$ cat config.mk
export PLATFORM = sky130hd
export DESIGN_NAME = mem_rr_arbiter
export DESIGN_NICKNAME = d
export VERILOG_FILES = /design/src/rtl/mem_rr_arbiter.sv
export SDC_FILE = /design/constraint.sdc
export NUM_CORES = 1
export LEC_CHECK = 0
export ABC_AREA = 1
export CAP_MARGIN = 20
export CELL_PAD_IN_SITES_DETAIL_PLACEMENT = 1
export CELL_PAD_IN_SITES_GLOBAL_PLACEMENT = 2
export CORE_AREA = 5 5 316 318
export DETAILED_ROUTE_END_ITERATION = 7
export DIE_AREA = 0 0 321 323
export PLACE_DENSITY_LB_ADDON = 0.1
export SLEW_MARGIN = 20
export SYNTH_ARGS = -nofsm -noshare
export SYNTH_HDL_FRONTEND = slang
export SYNTH_SLANG_ARGS = --single-unit
$ cat constraint.sdc
create_clock -name clk_i -period 3.4 [get_ports clk_i]
set_input_delay 0.68 -clock clk_i [delete_from_list [all_inputs] [get_ports clk_i]]
set_output_delay 0.68 -clock clk_i [all_outputs]
set_load 0.005 [all_outputs]
$ cat src/rtl/mem_rr_arbiter.sv
// N-to-1 pipelined memory request arbiter with in-order response routing (MEM_ARB_ROUND_ROBIN_EN: round-robin, else fixed priority).
// Latency: grant and response routing are combinational; ID FIFO, pointer and lock update on the next edge.
// Backpressure: a stalled request locks the winner until granted; no request while MAX_OUTSTANDING IDs are in flight.

module mem_rr_fifo #(
    parameter int W     = 1,
    parameter int DEPTH = 4
) (
    input  logic         clk_i,
    input  logic         rst_ni,
    input  logic         push_i,
    input  logic         pop_i,
    input  logic [W-1:0] wdat_i,
    output logic [W-1:0] rdat_o,
    output logic         full_o,
    output logic         empty_o
);
    localparam int PW = (DEPTH > 1) ? $clog2(DEPTH) : 1;
    localparam int CW = $clog2(DEPTH + 1);

    logic [W-1:0]  r_mem [DEPTH];
    logic [PW-1:0] r_rptr;
    logic [PW-1:0] r_wptr;
    logic [CW-1:0] r_cnt;

    function automatic logic [PW-1:0] ptr_inc(input logic [PW-1:0] p);
        return (p == PW'(DEPTH - 1)) ? '0 : p + PW'(1);
    endfunction

    always_ff @(posedge clk_i or negedge rst_ni) begin
        if (!rst_ni) begin
            r_rptr <= '0;
            r_wptr <= '0;
            r_cnt  <= '0;
        end else begin
            if (push_i) r_wptr <= ptr_inc(r_wptr);
            if (pop_i)  r_rptr <= ptr_inc(r_rptr);
            if (push_i && !pop_i)      r_cnt <= r_cnt + CW'(1);
            else if (pop_i && !push_i) r_cnt <= r_cnt - CW'(1);
        end
    end

    // Storage needs no reset: entries are only read while the count covers them.
    always_ff @(posedge clk_i) begin
        if (push_i) r_mem[r_wptr] <= wdat_i;
    end

    assign rdat_o  = r_mem[r_rptr];
    assign full_o  = (r_cnt == CW'(DEPTH));
    assign empty_o = (r_cnt == '0);
endmodule

module mem_rr_arbiter #(
    parameter int NR_PORTS        = 3,
    parameter int ADDR_WIDTH      = 64,
    parameter int DATA_WIDTH      = 64,
    parameter int MAX_OUTSTANDING = 4,
    localparam int IDW            = (NR_PORTS > 1) ? $clog2(NR_PORTS) : 1,
    localparam int BW             = DATA_WIDTH / 8
) (
    input  logic                           clk_i,
    input  logic                           rst_ni,
    input  logic [NR_PORTS-1:0]            data_req_i,
    input  logic [NR_PORTS*ADDR_WIDTH-1:0] address_i,
    input  logic [NR_PORTS*DATA_WIDTH-1:0] data_wdata_i,
    input  logic [NR_PORTS-1:0]            data_we_i,
    input  logic [NR_PORTS*BW-1:0]         data_be_i,
    input  logic [NR_PORTS*2-1:0]          data_size_i,
    output logic [NR_PORTS-1:0]            data_gnt_o,
    output logic [NR_PORTS-1:0]            data_rvalid_o,
    output logic [NR_PORTS*DATA_WIDTH-1:0] data_rdata_o,
    output logic                           data_req_o,
    output logic [ADDR_WIDTH-1:0]          address_o,
    output logic [DATA_WIDTH-1:0]          data_wdata_o,
    output logic                           data_we_o,
    output logic [BW-1:0]                  data_be_o,
    output logic [1:0]                     data_size_o,
    output logic [IDW-1:0]                 id_o,
    input  logic                           data_gnt_i,
    input  logic                           data_rvalid_i,
    input  logic [DATA_WIDTH-1:0]          data_rdata_i,
    output logic                           err_o
);
    localparam int SW = IDW + 1;

    logic           r_lock_vld;
    logic [IDW-1:0] r_lock_id;
    logic           r_err;
    logic           w_full;
    logic           w_empty;
    logic           w_found;
    logic [IDW-1:0] w_win;
    logic [IDW-1:0] w_sel;
    logic [IDW-1:0] w_head;
    logic [IDW-1:0] w_cand;
    logic           w_push;
    logic           w_pop;

`ifdef MEM_ARB_ROUND_ROBIN_EN
    logic [IDW-1:0] r_rr_ptr;
    logic [SW-1:0]  w_sum;
`endif

    always_comb begin
        w_found = 1'b0;
        w_win   = '0;
        w_cand  = '0;
`ifdef MEM_ARB_ROUND_ROBIN_EN
        w_sum   = '0;
`endif
        if (!w_full) begin
            if (r_lock_vld) begin
                // A dropped locked request leaves no winner this cycle rather than switching ports.
                w_found = data_req_i[r_lock_id];
                w_win   = r_lock_id;
            end else begin
                for (int i = 0; i < NR_PORTS; i++) begin
`ifdef MEM_ARB_ROUND_ROBIN_EN
                    w_sum = {1'b0, r_rr_ptr} + SW'(i);
                    if (w_sum >= SW'(NR_PORTS)) w_sum = w_sum - SW'(NR_PORTS);
                    w_cand = w_sum[IDW-1:0];
`else
                    w_cand = IDW'(i);
`endif
                    if (!w_found && data_req_i[w_cand]) begin
                        w_found = 1'b1;
                        w_win   = w_cand;
                    end
                end
            end
        end
    end

    assign w_sel  = w_found ? w_win : (r_lock_vld ? r_lock_id : '0);
    assign w_push = w_found & data_gnt_i;
    assign w_pop  = data_rvalid_i & ~w_empty;

    assign data_req_o   = w_found;
    assign id_o         = w_sel;
    assign address_o    = address_i[w_sel*ADDR_WIDTH +: ADDR_WIDTH];
    assign data_wdata_o = data_wdata_i[w_sel*DATA_WIDTH +: DATA_WIDTH];
    assign data_we_o    = data_we_i[w_sel];
    assign data_be_o    = data_be_i[w_sel*BW +: BW];
    assign data_size_o  = data_size_i[w_sel*2 +: 2];
    assign data_gnt_o   = w_push ? (NR_PORTS'(1) << w_win) : '0;
    assign data_rvalid_o = w_pop ? (NR_PORTS'(1) << w_head) : '0;
    assign err_o        = r_err;

    always_comb begin
        data_rdata_o = '0;
        if (w_pop) data_rdata_o[w_head*DATA_WIDTH +: DATA_WIDTH] = data_rdata_i;
    end

    mem_rr_fifo #(
        .W     (IDW),
        .DEPTH (MAX_OUTSTANDING)
    ) u_id_fifo (
        .clk_i   (clk_i),
        .rst_ni  (rst_ni),
        .push_i  (w_push),
        .pop_i   (w_pop),
        .wdat_i  (w_win),
        .rdat_o  (w_head),
        .full_o  (w_full),
        .empty_o (w_empty)
    );

    always_ff @(posedge clk_i or negedge rst_ni) begin
        if (!rst_ni) begin
            r_lock_vld <= 1'b0;
            r_lock_id  <= '0;
            r_err      <= 1'b0;
        end else begin
            r_lock_vld <= w_found & ~data_gnt_i;
            if (w_found) r_lock_id <= w_win;
            if (data_rvalid_i && w_empty) r_err <= 1'b1;
        end
    end

`ifdef MEM_ARB_ROUND_ROBIN_EN
    always_ff @(posedge clk_i or negedge rst_ni) begin
        if (!rst_ni) begin
            r_rr_ptr <= '0;
        end else if (w_push) begin
            r_rr_ptr <= (w_win == IDW'(NR_PORTS - 1)) ? '0 : w_win + IDW'(1);
        end
    end
`endif
endmodule
# Word level (Yosys, flattened, before mapping)
# Memory sizes are Yosys's and may differ from the RTL's.
# Cells that the tools add are included.
# Widths: inputs -> output; s select.
# word_totals
register_bits	11
mem_bits_rw	8
in_bits	488
output_inout_bits	341
word_cells	70
n_memories	1
# memory_table
name	words	width	rd	rd_ports_with_merged_regs	wr	line_no	text
u_id_fifo.r_mem	4	2	1	0	1	21	logic [W-1:0] r_mem [DEPTH];
# op_classes
addsub	5
order_cmp	2
eq_ne	3
shift	8
mux	28
bitwise	6
n_reduce_logical	11
# ops
op	count
$shiftx 192x9->64	2
$and 192x192->192	1
$mux 192	1
$shift 64x34->192 const A	1
$shiftx 64x34->192	1
$neg 8->34	1
$shiftx 24x6->8	1
$mux 1	14
$mux 2	7
$mux 3	4
$lt 2x3->1 const B	2
$shiftx 6x4->2	1
$shl 1x2->3 const A	2
$logic_and 1x1->1	5
$add 2x1->2 const B	2
$bmux 1 s2	2
$eq 2x2->1 const B	2
$logic_not 1->1	4
$add 3x1->3 const B	1
$and 1x1->1	3
$eq 3x3->1 const B	1
$logic_not 3->1	1
$sub 3x1->3 const B	1
$not 1->1	2
$reduce_bool 2->1	1

# Depth between registers and ports, before layout
# Gate-level depths: netlist (run 1).
# depth
depth_word	18
depth_mapped	12
mapped_depth_nobuf	12

# Cells and area by module
# From an unflattened synthesis (run 1), not the netlist that was laid out.
# hier_totals
cells_unflattened	1522
hier_area_um2	7295.7
# by_module_without_submodules
module	n_inst	cells_each	area_per_inst_um2	seq_area_each_um2
mem_rr_arbiter	1	1447	6555.0	100.1
mem_rr_fifo	1	75	740.7	415.4

# Worst setup path before layout (run 1)
# OpenSTA, ideal clock, no wires.
# synth_timing
path_type	register -> output
start	register u_id_fifo.r_rptr[0]
end	output port data_rdata_o[100]
t_arrival_ps	2021
required_time_ps	2720
path_slack_ps	699
stages_incl_launch_ff	13
path_buffers	2
cell_sequence	dfrtp_1 > inv_1 > nand2_1 > nand3_1 > nand2_1 > inv_1 > clkbuf_1 > ha_1 > inv_1 > nor2_1 > nand2_1 > buf_2 > nor3_1
# synth_via
elab_chain_len	5
elab_cells_between_ends	6
cone_classes	add/sub (1); shift (2); mux (1); bitwise (1); memory (1)
# synth_rtl
item	line_no	text
start: declaration	22	logic [PW-1:0] r_rptr;
start signal: assignment	37	if (pop_i) r_rptr <= ptr_inc(r_rptr);
$mem_v2 4x2 *	--	
$neg 8->34 *	151	if (w_pop) data_rdata_o[w_head*DATA_WIDTH +: DATA_WIDTH] = data_rdata_i;
$shiftx 64x34->192 / $shift 64x34->192 (equally long branches)	151	
$and 192x192->192 (no source line) *	--	
$mux 192 *	151	
end: declaration	71	output logic [NR_PORTS*DATA_WIDTH-1:0] data_rdata_o,
# Mark *: on every way between the ends. The rest lies on a longest branch, timed or not.

# Worst setup path after layout (run 1)
# layout_timing
start	input port data_req_i[0]
end	output port address_o[54]
# layout_via
elab_chain_len	15
elab_cells_between_ends	21
cone_classes	shift (1); mux (16); reduce/logical (4)
# layout_rtl
item	line_no	text
start: declaration	63	input logic [NR_PORTS-1:0] data_req_i,
$mux 1	125	if (!w_found && data_req_i[w_cand]) begin
$mux 1	112	if (r_lock_vld) begin
$mux 1	111	if (!w_full) begin
$logic_not 1->1	125	
$logic_and 1x1->1	125	
$mux 1	125	
$mux 1	112	
$mux 1	111	
$logic_not 1->1	125	
$logic_and 1x1->1	125	
$mux 2 / $mux 1 (equally long branches)	125	
$mux 2 / $mux 1 (equally long branches)	112	
$mux 2 / $mux 1 (equally long branches)	111	
$mux 2 *	134	assign w_sel = w_found ? w_win : (r_lock_vld ? r_lock_id : '0);
$shiftx 192x9->64 *	140	assign address_o = address_i[w_sel*ADDR_WIDTH +: ADDR_WIDTH];
end: declaration	73	output logic [ADDR_WIDTH-1:0] address_o,
# Mark *: on every way between the ends. The rest lies on a longest branch, timed or not. The select of a mux whose other input is x is not followed.

==> impl_metrics.py, run 1 <==
metrics = {
    "cts": {
        "cts_num_sinks": 19,
        "cts_tree": "done",
        "root_buffer": "clkbuf_16",
        "cts_hold_buf": 0,
        "cts_buffers": 3,
        "ctsHtreeMaxLevel": 1,
        "clk_pin_slew_ps": 60,
        "clk_path_buf_depth": 2,
        "insertion_delay_ps": 250,
    },
    "pwr": {
        "comb_power_share_pct": 95.7,
        "p_int_mw": 7.38,
        "peakVddDrop_v": 0.000519,
        "seq_power_share_pct": 2.7,
        "cellPowerDensity_mw_per_mm2": 753,
        "p_leak_nw": 11.1,
        "power_switching_mw": 7.72,
        "p_sw_share_pct": 51.1,
        "clkPwrFrac_pct": 1.6,
    },
    "grt": {
        "antenna_found_initial": 34,
        "grt_use_total_pct": 15.4,
        "grt_pass1_wl_um": 117000,
        "grt_start_max_net_pins": 65,
        "globalRouteMet2Util_pct": 30.9,
        "grt-busiest-layer": "met2",
        "grt_pass1_vias": 14900,
        "met3_usage_pct": 4.81,
        "grtUsageMet1_pct": 15.7,
        "grt.overflow.total": 0,
    },
    "final_layout": {
        "drive_gt1_share_pct": 14.9,
        "fin_util_pct": 20.8,
        "nFillCells": 11600,
        "fin_area_mm2": 0.0200,
        "nets": 2919,
        "areaGrowthSynthToFinish_pct": 171,
    },
    "worst_setup_path": {
        "crit_type": "input port to output port",
        "critPathLaunchType": "input port",
        "crit_required_ps": 2720,
        "reg2reg_depth": 14,
        "arrival_ps": 2640,
        "timing.rr.end": "u_id_fifo.r_cnt[2]",
        "worstSetupEndpointType": "output port",
        "rrSetupSlack_ps": 690,
        "cp_max_fo": 8,
        "r2r_start": "r_lock_vld",
    },
    "logic_synthesis": {
        "synthTopCellsByCount": "nand3_1, inv_1, nor3_1",
        "synth_area_leader_cell": "nand3_1",
        "synth_compound_area_share_pct": 0.963,
        "yosysWarningCount": 0,
        "synth_area_mm2": 0.00740,
        "synthCells": 1512,
        "ys_ff_latch": 19,
        "post_synth_fa_ha_maj_area_fraction_pct": 1.96,
        "synth.area.mux_share_pct": 0.152,
        "yosysMostFrequentCell": "nand3_1",
        "synth_top_family_by_area": "simple AND/OR/NAND/NOR gates",
        "yosys.area.top_type_share_pct": 38.1,
        "ys_seq_area_share_pct": 6.96,
        "synth_nets": 2011,
        "async_reset_ff_share_pct": 57.9,
        "synthTopCellsByArea": "nand3_1, inv_1, nor3_1",
        "synth_cell_types": 28,
        "synthSimpleGateAreaFrac_pct": 61.5,
        "yosys.area_share.xor_xnor_pct": 0.237,
        "synth_flop_cell": "dfrtp_1",
        "synth_edf_count": 8,
        "avgSynthCellArea_um2": 4.90,
    },
    "die": {
        "die_h_um": 323,
        "rows": 114,
        "initial_utilization_pct": 7.69,
        "io_pins": 829,
        "dieWidth_um": 321,
        "core_area_mm2": 0.0963,
        "die_area_mm2": 0.104,
    },
    "hold_path": {
        "worstHoldPathType": "flop to flop",
        "hold_start": "err_o",
        "worst_hold_path.endpoint": "err_o",
        "holdPathStages": 1,
    },
    "placement": {
        "hpwl_um": 69400,
        "gp_congestion": 0.792,
        "post_dp_cell_area_mm2": 0.0183,
        "numPortBuffers": 828,
    },
    "drt": {
        "vias": 13700,
        "ant_nets": 0,
        "wire_per_inst_um": 23.3,
        "first_pass_iters": 4,
        "remaining_drc_errors": 0,
        "finalWirelength_um": 86700,
        "drtIter0Drc": 544,
        "avgViaCountPerCell": 3.70,
    },
    "sta": {
        "timing.hold.ws_ps": 472,
        "rsz0062_at_grt": "true",
        "maxSlewViolCount": 0,
        "finalCritPeriodShare_pct": 97.6,
        "fmax_mhz": 301,
        "skew_ps": 3.04,
        "tns_ps": 0,
        "setup_viol": 0,
        "finalHoldViolations": 0,
        "fin_crit_ps": 3320,
        "relSlewSlack_pct": 36.5,
        "worst-slew-pin-transition_ps": 952,
    },
    "run": {
        "cap_violations": 0,
    },
    "run_status": {
        "outcome": "completed",
    },
}
worst max-delay path, stage by stage:
cell and delay, ps:
clkdlybuf4s15_2 200, nor2_2 120, nand2_1 60, nand2_1 70, nand3_2 120, nand2_4 170, nand2_8 130, buf_12 190
buf_4 180, buf_4 180, nand3_1 70, nand3_1 70, nand2_1 50, dlygate4sd2_1 330
through the flow:
stage | setup slack (ps) | std cells | power [mW]
6_report | 80.0 | 3714 | 15.1
5_1_grt | -33.8 | 3707 | 16.3
4_1_cts | -9.07 | 3692 | 15.5
3_5_place_dp | -461 | 3600 | 13.1
3_3_place_gp | -499 | 3600 | 13.1
2_1_floorplan | 699 | 1512 | 5.20
repair_timing:
item,CTS,global route
endpoints found under the setup margin,334,146
gates cloned,15,1
setup buffers,74,3
pin swaps,13,9
resized for setup,438,144
registers in the layout, indices dropped and copies added (netlist names):
signal            flops
u_id_fifo.r_mem       8
u_id_fifo.r_cnt       3
err_o                 1
r_lock_vld            1
r_lock_id             2
u_id_fifo.r_rptr      2
u_id_fifo.r_wptr      2
layout make-up:
type | instances | area [µm²] | area share, %
well taps | 1276 | 1600 | 7.96
clock inverters | 1 | 5.00 | 0.0250
multi-input cells | 977 | 5360 | 26.8
flip-flops and latches | 19 | 517 | 2.58
repair buffers | 1047 | 11000 | 55.1
diodes | 19 | 47.5 | 0.237
inverters | 372 | 1400 | 6.97
clock buffers | 3 | 75.1 | 0.374
power groups by stage:
stage / sequential [mW] / combinational, mW / clock, mW
final: 0.409 / 14.4 / 0.245
after global routing: 0.421 / 15.7 / 0.259
after CTS: 0.411 / 14.8 / 0.257
after detailed placement: 0.411 / 12.6 / 0
after global placement: 0.409 / 12.7 / 0
after floorplan: 0.393 / 4.81 / 0
layout by cell type, fill, tap and decap left out, types with 7 or more instances in the layout:
cell type        count
nand3_1            528
clkdlybuf4s50_1    516
inv_1              366
nor3_1             169
dlygate4sd2_1      169
nand2_1            155
buf_4              118
dlymetal6s2s_1      70
buf_12              61
clkdlybuf4s15_1     35
nand3_2             30
nor3_2              23
diode_2             19
buf_6               18
buf_2               18
buf_16              15
clkbuf_2            11
nor2_1              10
dfrtp_1             10
ha_1                 9
nand2_4              8
clkdlybuf4s15_2      8
edfxtp_1             8
nand2_2              7
worst max-delay path by stage:
stage                                    from                end  slack (ps)  cells after the start
after global placement          data_req_i[1]       address_o[3]        -500                     12
after CTS                 u_id_fifo.r_rptr[0]   data_rdata_o[13]          -9                     12
after detailed placement        data_req_i[1]       data_be_o[3]        -460                     12
after floorplan           u_id_fifo.r_rptr[0]  data_rdata_o[100]         700                     12
final                           data_req_i[0]      address_o[54]          80                     14
after global routing      u_id_fifo.r_rptr[0]  data_rdata_o[127]         -30                     11
per-layer routing:
layer | wire, µm | share of wire, % | vias up
met2 | 48400 | 56 | 456
met5 | 159 | 0.18 | -
met1 | 30700 | 35 | 6507
met3 | 6410 | 7.4 | 56
li1 | - | - | 6683
met4 | 952 | 1.1 | 26
logic make-up after synthesis:
logic type / after synthesis
xor gates and xnor gates: 2
DFF: 19
buffers and inverters: 517
adders and majority gates: 11
muxes: 1
AOI/OAI and AO/OA: 12
and+or+nand+nor: 950
No activity file was read; power rests on OpenSTA's default activity.
==> run 2: changes to the inputs <==
CORE_AREA = 2 2 323 325   (was 5 5 316 318)
CTS_CLUSTER_SIZE = 30   (was not set)
DIE_AREA = 0 0 325 327   (was 0 0 321 323)
==> impl_metrics.py, run 2 (synthesis results as in run 1) <==
metrics = {
    "hold_path": {
        "worstHoldPathType": "flop to flop",
    },
    "pwr": {
        "power_switching_mw": 7.84,
        "peakVddDrop_v": 0.000507,
        "p_sw_share_pct": 50.9,
        "power_mw": 15.4,
        "comb_power_share_pct": 95.7,
        "cellPowerDensity_mw_per_mm2": 743,
        "clkPwrFrac_pct": 1.6,
        "p_leak_nw": 11.3,
        "p_int_mw": 7.58,
        "seq_power_share_pct": 2.7,
    },
    "die": {
        "initial_utilization_pct": 7.19,
        "core_area_mm2": 0.103,
        "io_pins": 829,
        "rows": 118,
        "die_h_um": 327,
        "dieWidth_um": 325,
        "die_area_mm2": 0.106,
    },
    "cts": {
        "cts_tree": "done",
        "cts_num_sinks": 19,
        "root_buffer": "clkbuf_16",
        "clk_pin_slew_ps": 60,
        "insertion_delay_ps": 250,
        "cts_hold_buf": 0,
        "clk_path_buf_depth": 2,
        "cts_buffers": 3,
        "ctsHtreeMaxLevel": 1,
    },
    "sta": {
        "skew_ps": 5.70,
        "rsz0062_at_grt": "true",
        "fin_crit_ps": 3340,
        "fmax_mhz": 300,
        "finalHoldViolations": 0,
        "relSlewSlack_pct": 41.2,
        "worst-slew-pin-transition_ps": 882,
        "finalCritPeriodShare_pct": 98.2,
        "tns_ps": 0,
        "setup_viol": 0,
        "maxSlewViolCount": 0,
    },
    "worst_setup_path": {
        "cpMaxStageDelayCell": "dlygate4sd2_1",
        "cp_max_fo": 7,
        "cpPeakStageDelay_ps": 240,
        "crit_type": "input port to output port",
        "rrSetupSlack_ps": 730,
        "crit_chain": "dlygate4sd2_1 -> buf_4 -> nand3_1 -> nand3_2 -> nand2_4 -> buf_12 -> nand2_8 -> buf_16 -> buf_4 -> buf_12 -> buf_8 -> buf_4 -> nand3_2 -> nand3_2 -> nand2_1 -> clkdlybuf4s15_2",
        "arrival_ps": 2660,
        "critPathLaunchType": "input port",
        "critPathBufInv": 9,
        "crit_required_ps": 2720,
        "crit_family": "buffers and inverters",
        "worstSetupEndpointType": "output port",
    },
    "final_layout": {
        "fin_util_pct": 20.2,
        "top_register": "u_id_fifo.r_mem",
        "drive_gt1_share_pct": 17.7,
        "nFillCells": 12500,
        "final_cells": 3847,
        "final_cell_mix": "clkdlybuf4s50_1, nand3_1, inv_1",
        "largestRegisters": "u_id_fifo.r_mem (8), u_id_fifo.r_cnt (3)",
        "largest_register_ffs": 8,
        "final_common_cell": "clkdlybuf4s50_1",
        "areaGrowthSynthToFinish_pct": 181,
        "nets": 2954,
    },
    "grt": {
        "grt_pass1_vias": 15100,
        "grt_use_total_pct": 15.4,
        "grt_pass1_wl_um": 118000,
        "grt.overflow.total": 0,
        "antenna_found_initial": 30,
        "grt_start_max_net_pins": 65,
    },
    "drt": {
        "first_pass_iters": 4,
        "ant_nets": 0,
        "drtIter0Drc": 442,
        "avgViaCountPerCell": 3.61,
        "wire_per_inst_um": 22.5,
        "vias": 13900,
        "finalWirelength_um": 86700,
        "remaining_drc_errors": 0,
    },
    "run_status": {
        "outcome": "completed",
    },
    "placement": {
        "dp_cells": 3715,
        "hpwl_um": 67400,
        "gp_congestion": 0.818,
        "numPortBuffers": 828,
    },
    "run": {
        "cap_violations": 0,
    },
}
-- run 2: metrics by stage --
stage	hold WS (ps)	setup slack, ps	instance area (µm²)
6_report	469	62.0	20800
5_1_grt	504	-54.1	20800
4_1_cts	473	-77.2	20300
3_5_place_dp	458	-442	18500
3_3_place_gp	462	-500	18500
2_1_floorplan	384	699	7400
-- run 2: metal layers --
| metal | vias to the layer above | GRT usage (%) | share of wire [%] |
|---|---|---|---|
| met5 | - | 0 | 0.21 |
| met4 | 26 | 3.53 | 1.9 |
| met3 | 81 | 4.21 | 6.6 |
| met2 | 471 | 29.6 | 54 |
| met1 | 6550 | 16.6 | 38 |
| li1 | 6755 | - | - |
-- run 2: cell type report --
cell class                 count  area [µm²]  share of cell area (%)
clock inverter                 1        5.00                  0.0241
inverter                     372        1400                    6.74
antenna                       13        32.5                   0.157
multi-input combinational    978        5390                    25.9
sequential                    19         517                    2.49
clock buffer                   3        75.1                   0.361
timing repair buffer        1081       11600                    56.0
tap                         1380        1730                    8.31
-- run 2: path summary, 6_finish.rpt --
check / cells past startpoint / from / end
max: 16 / data_req_i[2] / data_wdata_o[36]
min: 1 / err_o / err_o
max reg2reg: 15 / r_lock_vld / u_id_fifo.r_cnt[2]
min reg2reg: 1 / err_o / err_o
max in group asynchronous: 1 / rst_ni / u_id_fifo.r_rptr[0]
min in group asynchronous: 1 / rst_ni / r_lock_id[0]
-- run 2: power by group through the flow --
| stage | registers [mW] | logic [mW] | clock network [mW] |
|---|---|---|---|
| after floorplan | 0.393 | 4.81 | 0 |
| after global placement | 0.407 | 13.0 | 0 |
| after detailed placement | 0.409 | 12.9 | 0 |
| after CTS | 0.407 | 14.9 | 0.258 |
| after global routing | 0.427 | 16.0 | 0.268 |
| final | 0.411 | 14.8 | 0.250 |
-- run 2: repair_timing --
action	in CTS	in global routing
endpoints found under the setup margin	335	221
pin swaps	26	12
resized for setup	536	150
gates cloned	28	3
hold endpoints to repair	0	0
buffers inserted	74	12
-- run 2: worst reg2reg max path: stages (launching register included) --
cell	delay [ps]
dfrtp_1	410
nand2_1	130
inv_1	150
nand3_1	100
nand3_2	120
nand2_4	90
buf_4	150
buf_4	140
nor2_1	120
buf_4	170
ha_1	140
inv_1	70
fa_1	380
a21oi_1	140
o21ai_0	110
xor2_1	150
==> run 3: changes to the inputs <==
CAP_MARGIN = not set   (was 20)
PLACE_DENSITY = 0.6   (was not set)
PLACE_DENSITY_LB_ADDON = not set   (was 0.1)
==> impl_metrics.py, run 3 (synthesis results as in run 1) <==
metrics = {
    "sta": {
        "maxSlewViolCount": 0,
        "fin_crit_ps": 3330,
        "relSlewSlack_pct": 61.9,
        "fin_ws_ps": 71.3,
        "timing.hold.ws_ps": 498,
        "finalHoldViolations": 0,
        "setup_viol": 0,
        "fmax_mhz": 300,
        "rsz0062_at_grt": "true",
        "worst-slew-pin-transition_ps": 569,
        "tns_ps": 0,
        "finalCritPeriodShare_pct": 97.9,
        "skew_ps": 5.89,
    },
    "die": {
        "die_area_mm2": 0.106,
        "io_pins": 829,
        "dieWidth_um": 325,
        "rows": 118,
        "die_h_um": 327,
        "initial_utilization_pct": 7.19,
        "core_area_mm2": 0.103,
    },
    "worst_setup_path": {
        "cpPeakStageDelay_ps": 530,
        "crit_type": "flop to output port",
        "critPathLaunchType": "flop",
        "worstSetupEndpointType": "output port",
        "cp_max_fo": 17,
        "arrival_ps": 2650,
        "crit_required_ps": 2720,
        "crit_chain": "inv_1 -> a21oi_2 -> a32oi_2 -> inv_2 -> ha_1 -> buf_4 -> nand2_8 -> clkbuf_16 -> nor3_1 -> clkdlybuf4s50_1",
        "cpMaxStageDelayCell": "clkdlybuf4s50_1",
    },
    "grt": {
        "grt_start_max_net_pins": 69,
        "grt_pass1_wl_um": 108000,
        "antenna_found_initial": 17,
        "grt.overflow.total": 0,
        "grt_pass1_vias": 14500,
        "grt_use_total_pct": 13.9,
    },
    "final_layout": {
        "final_cell_mix": "nand3_1, clkdlybuf4s50_1, inv_1",
        "nFillCells": 12500,
        "fin_area_mm2": 0.0210,
        "final_common_cell": "nand3_1",
        "multiInputGateArea_mm2": 0.00542,
        "areaGrowthSynthToFinish_pct": 184,
        "final_cells": 3865,
        "nets": 2971,
        "ff_latch_area_um2": 515,
        "largestRegisters": "u_id_fifo.r_mem (8), u_id_fifo.r_cnt (3)",
        "fin_util_pct": 20.4,
        "top_register": "u_id_fifo.r_mem",
        "largest_register_ffs": 8,
        "drive_gt1_share_pct": 16.6,
    },
    "pwr": {
        "peakVddDrop_v": 0.000940,
        "clkPwrFrac_pct": 1.6,
        "p_int_mw": 7.53,
        "p_sw_share_pct": 51.1,
        "cellPowerDensity_mw_per_mm2": 732,
        "power_switching_mw": 7.86,
        "comb_power_share_pct": 95.7,
        "p_leak_nw": 12.2,
        "power_mw": 15.4,
        "seq_power_share_pct": 2.7,
    },
    "cts": {
        "insertion_delay_ps": 250,
        "cts_num_sinks": 19,
        "cts_buffers": 3,
        "cts_tree": "done",
        "clk_pin_slew_ps": 60,
        "clk_path_buf_depth": 2,
        "ctsHtreeMaxLevel": 1,
        "root_buffer": "clkbuf_16",
    },
    "drt": {
        "wire_per_inst_um": 20.6,
        "avgViaCountPerCell": 3.59,
        "drtIter0Drc": 514,
        "finalWirelength_um": 79500,
        "first_pass_iters": 5,
        "vias": 13900,
        "remaining_drc_errors": 0,
        "ant_nets": 0,
    },
    "run": {
        "cap_violations": 0,
    },
    "placement": {
        "pre_cts_slack_ps": -540,
        "post_dp_cell_area_mm2": 0.0184,
        "dp_cells": 3730,
        "numPortBuffers": 828,
        "gp_congestion": 0.874,
        "hpwl_um": 60400,
    },
    "hold_path": {
        "worstHoldPathType": "flop to flop",
    },
    "run_status": {
        "outcome": "completed",
    },
}
[run 3: critical path, delay by kind of cell, from the launching register on]
family	cells	cell delay, ps
flops	1	420
simple gates	2	300
fa+ha+maj	1	300
buf+inv	5	1110
compound gates	2	250
[run 3: path summary, 6_finish.rpt]
check | cells after the start | endpoint | startpoint | slack, ps
worst max register to register | 15 | u_id_fifo.r_cnt[2] | r_lock_vld | 730
worst min register to register | 1 | err_o | err_o | 500
max in group asynchronous | 1 | u_id_fifo.r_wptr[0] | rst_ni | 2230
worst max-delay path | 10 | data_rdata_o[106] | u_id_fifo.r_rptr[1] | 70
worst min-delay path | 1 | err_o | err_o | 500
min in group asynchronous | 1 | r_lock_vld | rst_ni | 790
[run 3: metal layers]
metal	global-route usage (%)	routed length [µm]
met2	24.3	39400
met1	17.2	33900
met4	3.31	1550
met3	3.23	4630
met5	0	13
[run 3: final cells by class]
cell class | count | area share (%)
inverter | 372 | 6.66
multi-input combinational | 979 | 25.8
tap | 1380 | 8.22
antenna | 14 | 0.167
clock inverter | 1 | 0.0238
timing repair buffer | 1097 | 56.3
clock buffer | 3 | 0.357
sequential | 19 | 2.45
[run 3: timing repair]
item / CTS / global route
cloned: 24 / 7
gates resized for setup: 369 / 221
hold buffers: 0 / 0
setup endpoints to repair: 334 / 235
pin swaps: 18 / 13
setup buffers: 74 / 13
[run 3: power groups by stage]
stage | clock [mW] | sequential, mW | combinational [mW]
floorplan | 0 | 0.393 | 4.81
global placement | 0 | 0.408 | 12.3
detailed placement | 0 | 0.411 | 12.2
CTS | 0.249 | 0.410 | 14.0
global route | 0.260 | 0.425 | 15.8
finish | 0.241 | 0.413 | 14.7
